**config.mk**
```make
export PLATFORM = sky130hd
export DESIGN_NAME = fpu_execute_ctrl
export DESIGN_NICKNAME = d
export VERILOG_FILES = /design/src/rtl/fpu_execute_ctrl.sv
export SDC_FILE = /design/constraint.sdc
export NUM_CORES = 1
export LEC_CHECK = 0
export CAP_MARGIN = 20
export CORE_UTILIZATION = 25
export CTS_CLUSTER_DIAMETER = 150
export DETAILED_ROUTE_END_ITERATION = 6
export GPL_TIMING_DRIVEN = 0
export SLEW_MARGIN = 20
export SYNTH_ARGS = -nofsm -noshare
export SYNTH_HDL_FRONTEND = slang
export SYNTH_SLANG_ARGS = --single-unit
```
**constraint.sdc**
```tcl
create_clock -name clk -period 2.55 [get_ports clk]
set_clock_uncertainty 0.2 [all_clocks]
set_input_delay 0.51 -clock clk [delete_from_list [all_inputs] [get_ports clk]]
set_output_delay 0.51 -clock clk [all_outputs]
set_load 0.01 [all_outputs]
```
**src/rtl/fpu_execute_ctrl.sv**
```systemverilog
`default_nettype none
// fpu_execute_ctrl: launches one decoded FP instruction on the shared arithmetic
// unit, watches it with a watchdog and emits a single-cycle register writeback.  Rev 1.0

module fpu_execute_ctrl #(
  parameter int DSIZE   = 32,
  parameter int ASIZE   = 5,
  parameter int TIMEOUT = 64
) (
  input  logic             clk,
  input  logic             rst_n,
  input  logic             in_valid,
  output logic             in_ready,
  input  logic [DSIZE-1:0] rl_in,
  input  logic [DSIZE-1:0] rr_in,
  input  logic [ASIZE-1:0] rd_addr_in,
  input  logic [3:0]       flags_in,
  output logic             fu_start,
  output logic [1:0]       fu_op,
  output logic [DSIZE-1:0] fu_a,
  output logic [DSIZE-1:0] fu_b,
  input  logic             fu_done,
  input  logic [DSIZE-1:0] fu_result,
  output logic             wb_valid,
  output logic [ASIZE-1:0] wb_addr,
  output logic [DSIZE-1:0] wb_data,
  output logic             err_illegal,
  output logic             err_timeout,
  output logic             busy
);

  localparam int CW = (TIMEOUT > 2) ? $clog2(TIMEOUT) : 1;
  localparam logic [CW-1:0] CNT_LAST = CW'(TIMEOUT - 1);

  localparam logic [1:0] S_IDLE  = 2'd0;
  localparam logic [1:0] S_START = 2'd1;
  localparam logic [1:0] S_WAIT  = 2'd2;
  localparam logic [1:0] S_WB    = 2'd3;

  logic [1:0]       state;
  logic [1:0]       state_nxt;
  logic [CW-1:0]    wd_cnt;
  logic [ASIZE-1:0] rd_q;
  logic             accept;
  logic             flags_onehot;
  logic             flags_zero;
  logic [1:0]       op_enc;
  logic             timeout_hit;

  assign in_ready    = rst_n && ((state == S_IDLE) || (state == S_WB));
  assign accept      = in_valid && in_ready;
  assign flags_zero  = (flags_in == 4'b0000);
  assign timeout_hit = (state == S_WAIT) && !fu_done && (wd_cnt == CNT_LAST);

  always_comb begin
    flags_onehot = 1'b1;
    op_enc       = 2'b00;
    case (flags_in)
      4'b0001: op_enc = 2'b00;
      4'b0010: op_enc = 2'b01;
      4'b0100: op_enc = 2'b10;
      4'b1000: op_enc = 2'b11;
      default: flags_onehot = 1'b0;
    endcase
  end

  always_ff @(posedge clk) begin
    if (!rst_n) begin
      state <= S_IDLE;
    end else begin
      state <= state_nxt;
    end
  end

  always_comb begin
    state_nxt = state;
    case (state)
      S_IDLE:  if (accept && flags_onehot) state_nxt = S_START;
      S_START: state_nxt = S_WAIT;
      S_WAIT: begin
        if (fu_done) begin
          state_nxt = S_WB;
        end else if (wd_cnt == CNT_LAST) begin
          state_nxt = S_IDLE;
        end
      end
      S_WB:    state_nxt = (accept && flags_onehot) ? S_START : S_IDLE;
      default: state_nxt = S_IDLE;
    endcase
  end

  always_comb begin
    fu_start = (state == S_START);
    wb_valid = (state == S_WB);
    busy     = (state != S_IDLE);
  end

  // Destination is staged in rd_q so wb_addr only changes when a result is captured.
  always_ff @(posedge clk) begin
    if (!rst_n) begin
      fu_a        <= '0;
      fu_b        <= '0;
      fu_op       <= 2'b00;
      rd_q        <= '0;
      wb_addr     <= '0;
      wb_data     <= '0;
      wd_cnt      <= '0;
      err_illegal <= 1'b0;
      err_timeout <= 1'b0;
    end else begin
      err_illegal <= accept && !flags_zero && !flags_onehot;
      err_timeout <= timeout_hit;
      if (accept && flags_onehot) begin
        fu_a  <= rl_in;
        fu_b  <= rr_in;
        fu_op <= op_enc;
        rd_q  <= rd_addr_in;
      end
      if (state == S_START) begin
        wd_cnt <= '0;
      end else if ((state == S_WAIT) && !fu_done && !timeout_hit) begin
        wd_cnt <= wd_cnt + CW'(1);
      end
      if ((state == S_WAIT) && fu_done) begin
        wb_data <= fu_result;
        wb_addr <= rd_q;
      end
    end
  end

endmodule

`default_nettype wire
```
== Word-level counts from Yosys, hierarchy flattened ==
Cells that the tools add are included.

* Add/subtract/negate cells: 1
* Equality and inequality tests: 10
* Muxes and demuxes: 7
* Bitwise operators: 1
* Reduce and logical (&&, ||, !) cells: 20

{| class="wikitable"
|+ Operators by type and width
! kind !! count
|-
| $logic_and 1x1->1 || 9
|-
| $pmux 2 s4 || 1
|-
| $add 6x1->6 const B || 1
|-
| $eq 6x6->1 const B || 1
|-
| $mux 2 || 3
|-
| $pmux 2 s3 || 1
|-
| $eq 2x2->1 const B || 2
|-
| $eq 4x1->1 const B || 1
|-
| $eq 4x2->1 const B || 1
|-
| $eq 4x3->1 const B || 1
|-
| $eq 4x4->1 const B || 1
|-
| $logic_not 1->1 || 4
|-
| $logic_not 4->1 || 1
|-
| $reduce_or 4->1 || 1
|-
| $ne 3x3->1 const B || 1
|-
| $eq 2x1->1 const B || 1
|-
| $logic_not 2->1 || 1
|-
| $mux 1 || 2
|-
| $ne 2x1->1 const B || 1
|-
| $reduce_and 2->1 || 1
|-
| $reduce_bool 2->1 || 1
|-
| $reduce_or 2->1 || 1
|-
| $logic_or 1x1->1 || 1
|-
| $not 1->1 || 1
|}

* Register bits: 118
* Bits of input ports: 109
* Output and inout port bits: 109

== Logic depth before layout (Yosys ltp) ==
Gate-level depths: netlist of the first run.

* Word-level depth: 7
* Gate-level depth with buffers: 9

== Worst setup path after synthesis of the first run ==
Ideal clock, no wire load.

* Path type: register -> register
* Start point: register state[0]
* End point: register fu_b[24]
* Library setup time: 132 ps
* Arrival time: 1805 ps
* Required time: 2218 ps
* Slack: 413 ps
* Cell stages (with the launch flop): 10
* Cells stage by stage: dfxtp_1 > inv_1 > ha_1 > and2b_1 > nand2_1 > a21o_2 > buf_2 > clkbuf_1 > nand2_1 > a21oi_1

* Word-level cells in the longest chain between the ends: 5
* Elaborated cells between the ends (all ways): 6

{| class="wikitable"
|+ Ends and longest elaborated chain
! element !! line !! RTL
|-
| start: declaration || 40 || <nowiki>logic [1:0] state;</nowiki>
|-
| start signal: assignment || 71 || <nowiki>state <= state_nxt;</nowiki>
|-
| $eq 2x2->1 / $logic_not 2->1 (equally long branches) || 50 || <nowiki>assign in_ready = rst_n && ((state == S_IDLE) || (state == S_WB));</nowiki>
|-
| $logic_or 1x1->1 (*) || 50 ||
|-
| $logic_and 1x1->1 (*) || 50 ||
|-
| named net in_ready || 13 || <nowiki>output logic in_ready,</nowiki>
|-
| $logic_and 1x1->1 (*) || 51 || <nowiki>assign accept = in_valid && in_ready;</nowiki>
|-
| $logic_and 1x1->1 (*) || 113 || <nowiki>if (accept && flags_onehot) begin</nowiki>
|-
| end signal: assignment || 115 || <nowiki>fu_b <= rr_in;</nowiki>
|-
| end: declaration || 21 || <nowiki>output logic [DSIZE-1:0] fu_b,</nowiki>
|}

The timed path passes the listed nets; every way through them passes the cells marked *.
A chain may end at the register's enable or synchronous reset.

== Worst setup path after layout of the first run ==
* Start point: register state[0]
* End point: register fu_a[29]

* Word-level cells in the longest chain between the ends: 5
* Elaborated cells between the ends (all ways): 6

{| class="wikitable"
|+ Ends and longest elaborated chain
! element !! line !! RTL
|-
| $eq 2x2->1 / $logic_not 2->1 (equally long branches) || 50 ||
|-
| $logic_or 1x1->1 (*) || 50 ||
|-
| $logic_and 1x1->1 (*) || 50 ||
|-
| $logic_and 1x1->1 (*) || 51 ||
|-
| $logic_and 1x1->1 (*) || 113 ||
|-
| end signal: assignment || 114 || <nowiki>fu_a <= rl_in;</nowiki>
|-
| end: declaration || 20 || <nowiki>output logic [DSIZE-1:0] fu_a,</nowiki>
|}

Mark *: on every way between the ends. The rest lies on a longest branch, timed or not.

==> flow_metrics.tcl, run 1 <==
set metrics [dict create \
    status "finished, final reports clean" \
    nets 888 \
    fin_util_pct 44.6 \
    postRouteAntennaNets 0 \
    rr_endpoint "fu_a[29]" \
    synth_edf_count 0 \
    seq_area_frac_synth_pct 54.1 \
    wl_mm 14.0 \
    clockBufferDepth 2 \
    reg2regPathDepth 9 \
    synthXorXnorAreaFrac_pct 1.20 \
    gp_congestion 0.768 \
    maxSlewViolCount 0 \
    ys_types 36 \
    rsz0062_at_grt "true" \
    fp.dieW_um 134 \
    postSynthAreaPerCell_sq_um 8.11 \
    worst_pin_slew_ns 0.752 \
    wl_per_cell_um 13.9 \
    crit_arrival_ns 2.63 \
    yosysWarningCount 0 \
    num-fill-cells 1705 \
    vdd_drop_max_mv 0.519 \
    clkTransAtPathRegs_ns 0.06 \
    synth_compound_area_share_pct 15.4 \
    cts.sinks 118 \
    reg2reg_from "state[0]" \
    syn_area_sq_um 4360 \
    grt_pass1_vias 4130 \
    synthArstFlopShare_pct 0 \
    drt-initial-drc-count 144 \
    min_path_type "flop to flop" \
    start_kind "flop" \
    register_area_sq_um 2360 \
    synth_cells 538 \
    synth_fa_ha_area_share_pct 1.95 \
    period_needed_ns 2.49 \
    syn2layout_area_growth_pct 72.0 \
    antenna_found_initial 1 \
    h-tree-depth 4 \
    overflow 0 \
    fin_crit_sh_pct 97.8 \
    synthSimpleGateAreaFrac_pct 21.6 \
    whs_ns 0.250 \
    muxShareOfSynthArea_pct 0.229 \
    insertion_delay_ns 0.41 \
    antenna_cells 0 \
    crit_required_ns 2.69 \
    synth_nets 653 \
    setup_viol 0 \
    timing_hold_violations_final 0 \
    critPathCaptureType "flop" \
    leakagePower_nw 2.59 \
    timing.reg2reg.setup_slack_ns 0.06 \
    track_usage_pct 15.5 \
    critPathMaxFanout 10 \
    num_vias 4332 \
    drc_errors 0 \
    fmax_ghz 0.401 \
    via_per_inst 4.31 \
    multi_input_area_sq_um 1760 \
    crit_path_start "state[0]" \
    synth_top_family_by_area "simple AND/OR/NAND/NOR gates" \
    ys_seq_elements 118 \
    portBuffers 215 \
    io_pins 218 \
    p_per_area_nw_per_um2 737 \
    root_buffer "clkbuf_16" \
    max-cap-violations 0 \
    core_sq_um 16800 \
    setup.worst_path.end "fu_a[29]" \
    dp_hpwl_mm 10.0 \
    grt_max_degree 17 \
    grt_pass1_wl_mm 21.5 \
    cts_tree "done" \
    die_area_sq_um 18000 \
    die_y_um 134 \
    rows 47 \
    drt-pass1-iter-count 4 \
    ys.flop_type "dfxtp_1" \
    timing_worst_setup_path_type "flop to flop" \
    start_util_pct 25.9 \
    maxSlewHeadroom_pct 49.6 \
    cts_inserted_buffers 17 \
    final_layout_size_suffix_gt1_share_pct 6.74 \
]
cell usage in the layout (no fill, tap or decap), drive strengths merged, types with 2 or more instances in the layout:
cell	count
o31ai	2
clkdlybuf4s50	213
o21ai	2
nor4	2
xor2	3
clkinv	6
a31oi	2
nor2	7
ha	6
a21oi	113
dfxtp	118
buf	17
inv	6
nand2	218
xnor2	3
nor3	2
o41ai	2
and3	2
bufinv	6
clkbuf	38
nand2b	2
worst min path at each step:
stage,from,end,slack [ns],depth (start not counted)
2_1_floorplan,rd_q[0],wb_addr[0],0.23,2
3_3_place_gp,rd_q[3],wb_addr[3],0.24,2
3_5_place_dp,rd_q[3],wb_addr[3],0.24,2
4_1_cts,rd_q[1],wb_addr[1],0.25,2
5_1_grt,wb_data[1],wb_data[1],0.27,2
6_report,fu_op[0],fu_op[0],0.25,2
critical path: stages (launching register included):
cell and delay [ns]:
dfxtp_1 0.37, inv_1 0.12, ha_1 0.29, and2b_1 0.19, nand2_1 0.24, a21o_2 0.13, buf_2 0.19, clkbuf_1 0.43
nand2_1 0.10, a21oi_1 0.15
synthesized netlist by cell type, types with 3 or more instances:
cell type | n | share of area, %
inv_1 | 5 | 0.43
xnor2_1 | 3 | 0.60
nor2_1 | 7 | 0.60
buf_8 | 7 | 2.4
nand2_1 | 218 | 19
dfxtp_1 | 118 | 54
clkbuf_1 | 22 | 1.9
a21oi_1 | 111 | 13
buf_2 | 4 | 0.46
ha_1 | 6 | 1.7
xor2_1 | 3 | 0.60
state kept, by name, indices dropped and copies added (netlist names):
signal       count
fu_a            32
fu_b            32
wb_data         32
wd_cnt           6
rd_q             5
wb_addr          5
fu_op            2
state            2
err_illegal      1
err_timeout      1
per-stage QoR:
stage | worst slack [ns] | instances | total power, mW | TNS (ns) | area, sq um
floorplan | 0.413 | 538 | 2.35 | 0 | 4360
detailed placement | -0.438 | 973 | 2.80 | -22.89 | 6790
finish | 0.0571 | 1006 | 5.53 | 0 | 7510
global placement | -0.428 | 973 | 2.80 | -22.27 | 6790
CTS | 0.0271 | 1005 | 5.62 | 0 | 7480
global route | -0.158 | 1006 | 5.77 | -3.43 | 7510
cell type report:
type	count	area share, %
Sequential cell	118	31.5
Clock inverter	14	3.32
Multi-Input combinational cell	379	23.5
Clock buffer	18	5.85
Inverter	5	0.250
Buffer	35	2.92
Tap cell	220	3.67
Timing Repair Buffer	217	29.1
report_power, final:
part | internal, mW | switching [mW] | leakage [nW] | total, mW
Sequential | 1.92 | 0.0433 | 0.953 | 1.97
Combinational | 0.415 | 0.371 | 1.30 | 0.786
Clock | 1.87 | 0.908 | 0.331 | 2.78
routing by layer:
| metal | global-route usage (%) | vias to the layer above | part of all wire [%] |
|---|---|---|---|
| li1 | - | 2226 | - |
| met1 | 18.3 | 1931 | 44 |
| met2 | 25.1 | 166 | 46 |
| met3 | 7.75 | 7 | 10 |
| met4 | 3.81 | 2 | 0.62 |
| met5 | 0 | - | 0.093 |
timing repair:
action / 4_1_cts / 5_1_grt
resized for setup: 3 / 3
cloned: 0 / 0
hold endpoints to repair: 0 / 0
endpoints found under the setup margin: 13 / 33
hold buffers: 0 / 0
pin swaps: 0 / 0
setup buffers: 0 / 2
cell families (layout without fill, tap and decap cells):
family	after synthesis	count (layout)
flip-flops	118	118
adder cells (fa/ha/maj)	7	7
AO/OA/AOI/OAI	125	125
buffers and inverters	41	289
AND/OR/NAND/NOR	240	240
XOR/XNOR	6	6
multiplexers	1	1
No activity file was read; power rests on OpenSTA's default activity.
==> run 2: changes to the inputs <==
--- a/config.mk
+++ b/config.mk
@@ -5,11 +5,14 @@
 export SDC_FILE = /design/constraint.sdc
 export NUM_CORES = 1
 export LEC_CHECK = 0
+export ABC_AREA = 1
 export CAP_MARGIN = 20
 export CORE_UTILIZATION = 25
+export CTS_BUF_LIST = sky130_fd_sc_hd__clkbuf_4 sky130_fd_sc_hd__clkbuf_8
 export CTS_CLUSTER_DIAMETER = 150
 export DETAILED_ROUTE_END_ITERATION = 6
 export GPL_TIMING_DRIVEN = 0
+export MAX_ROUTING_LAYER = met4
 export SLEW_MARGIN = 20
 export SYNTH_ARGS = -nofsm -noshare
 export SYNTH_HDL_FRONTEND = slang
==> run 2 against run 1 <==
  * Worst setup slack improved by 0.10 ns
  * Register-to-register slack improved by 0.28 ns
  * Cell count rose by 2.2%
  * Clock power fell by 33%
  * Via count fell by 0.42%
  * Sequential share of layout area rose by 1.2 points
  * Non-clock buffer count fell by 2
  * Synthesized cell count rose by 4.1%
  * Fmax rose by 4.3%
==> flow_metrics.tcl, run 2 <==
set metrics [dict create \
    ys_types 29 \
    setup_ws_ns 0.161 \
    critPathCaptureType "output pin" \
    via_per_inst 4.20 \
    hold_depth 3 \
    num-fill-cells 1780 \
    die_area_sq_um 18000 \
    min_path_type "primary input to flop" \
    antenna_found_initial 0 \
    reg2regPathDepth 7 \
    drc_errors 0 \
    h-tree-depth 4 \
    period_needed_ns 2.39 \
    cp_num_cells 4 \
    crit_arrival_ns 1.68 \
    ys.flop_type "dfxtp_1" \
    cts_tree "done" \
    cts-hold-fix-buffers 0 \
    setup_viol 0 \
    dp_hpwl_mm 10.1 \
    status "finished, final reports clean" \
    critPathMaxFanout 4 \
    seq_area_frac_synth_pct 54.1 \
    fmax_ghz 0.419 \
    rsz0062_at_grt "false" \
    syn2layout_area_growth_pct 65.8 \
    crit_chain "inv_1 > ha_1 > inv_1 > clkdlybuf4s50_1" \
    vdd_drop_max_mv 0.380 \
    drt-initial-drc-count 157 \
    reg2reg_from "state[0]" \
    start_util_pct 25.9 \
    synthArstFlopShare_pct 0 \
    fp.dieW_um 134 \
    grt_pass1_wl_mm 21.3 \
    cts_resized 3 \
    post_cts_buffers 0 \
    track_usage_pct 15.9 \
    p_per_area_nw_per_um2 686 \
    grt_pass1_vias 4121 \
    placed_area_sq_um 6800 \
    timing_hold_violations_final 0 \
    clkTransAtPathRegs_ns 0.07 \
    cp_num_buf_inv 3 \
    maxSlewHeadroom_pct 56.3 \
    fin_crit_sh_pct 93.7 \
    place_ws_ns 0.0138 \
    setup_tns_ns 0 \
    register_area_sq_um 2360 \
    maxSlewViolCount 0 \
    crit_path_start "state[0]" \
    postRouteAntennaNets 0 \
    min_from "rst_n" \
    rows 47 \
    start_kind "flop" \
    synth.top_cell.area_share_pct 54.1 \
    synth_commonest_cells "223 x nor2_1, 118 x dfxtp_1, 109 x o21ai_0" \
    yosysMostFrequentCell "nor2_1" \
    wl_mm 13.7 \
    crit_family "buffers and inverters" \
    critPathMaxStageDelay_ns 0.52 \
    drt-pass1-iter-count 4 \
    core_sq_um 16800 \
    leakagePower_nw 2.70 \
    syn_area_sq_um 4360 \
    final_layout_size_suffix_gt1_share_pct 7.43 \
    gp_congestion 0.803 \
    root_buffer "clkbuf_8" \
    layout_common_cells "223 x nor2_1, 215 x clkdlybuf4s50_1, 116 x dfxtp_1" \
    wl_per_cell_um 13.4 \
    timing_worst_setup_path_type "flop to output pin" \
    max-cap-violations 0 \
    cts.sinks 118 \
    io_pins 218 \
    grt_max_degree 17 \
    ys_seq_elements 118 \
    crit_required_ns 1.84 \
    final_area_sq_um 7230 \
    synth_cells 560 \
    antenna_cells 0 \
    whs_ns 0.217 \
    cts_inserted_buffers 17 \
    layout_commonest_cell "nor2_1" \
    worst_pin_slew_ns 0.655 \
    synth_edf_count 0 \
    overflow 0 \
    synth_nets 675 \
    die_y_um 134 \
    cpMostUsedCell "inv_1" \
    yosysWarningCount 0 \
    cpMaxStageDelayCell "clkdlybuf4s50_1" \
    multi_input_area_sq_um 1730 \
    clockBufferDepth 2 \
    insertion_delay_ns 0.42 \
    fin_util_pct 43.0 \
    num_vias 4314 \
    portBuffers 216 \
    postSynthAreaPerCell_sq_um 7.79 \
    nets 910 \
    synth_area_leaders "dfxtp_1 54%, nor2_1 19%, o21ai_0 13%, buf_6 2.1%, nand2_1 1.9%" \
    top_regs "fu_a (32), fu_b (32), wb_data (32)" \
    synth_top_cell_by_area "dfxtp_1" \
]
[run 2: metal layers]
| layer | GRT usage [%] | share of wire [%] | vias up |
|---|---|---|---|
| li1 | - | - | 2261 |
| met1 | 18.9 | 46 | 1904 |
| met2 | 25.1 | 46 | 142 |
| met3 | 6.20 | 7.3 | 7 |
| met4 | 4.12 | 0.86 | 0 |
| met5 | - | 0 | - |
[run 2: cell type report]
cell class / instances / share of cell area, %
well taps: 220 / 3.80
clock inverters: 8 / 1.66
repair buffers: 216 / 29.9
inverters: 19 / 1.09
plain buffers: 34 / 2.73
multi-input cells: 389 / 23.8
flip-flops and latches: 118 / 32.7
clock buffers: 24 / 4.31
[run 2: logic make-up (layout without fill, tap and decap cells)]
group | Yosys count | count (layout) | share of synthesized area, %
AND/OR/NAND/NOR | 262 | 262 | 23.6
AO/OA/AOI/OAI | 120 | 120 | 14.0
flip-flops | 118 | 118 | 54.1
buffers and inverters | 53 | 301 | 6.34
adder cells (fa/ha/maj) | 6 | 6 | 1.72
XOR/XNOR | 1 | 1 | 0.201
[run 2: final timing paths]
| path | end | slack [ns] |
|---|---|---|
| worst max register to register | wb_data[24] | 0.34 |
| worst max-delay path | busy | 0.16 |
| worst min register to register | fu_op[1] | 0.26 |
| worst min-delay path | state[1] | 0.22 |
[run 2: where the power goes]
part | internal [mW] | leakage [nW] | switching (mW)
clock network | 1.10 | 0.219 | 0.746
logic | 0.564 | 1.52 | 0.472
registers | 2.00 | 0.957 | 0.0794
[run 2: tightest hold or removal path: stages]
cell and delay, ns:
buf_6 0.14, inv_4 0.11, a21oi_1 0.04
[run 2: metrics by stage]
stage,std cells,power [mW]
after detailed placement,996,3.17
after CTS,1028,5.05
after floorplan,560,2.58
after global routing,1028,5.24
final,1028,4.96
after global placement,996,3.16
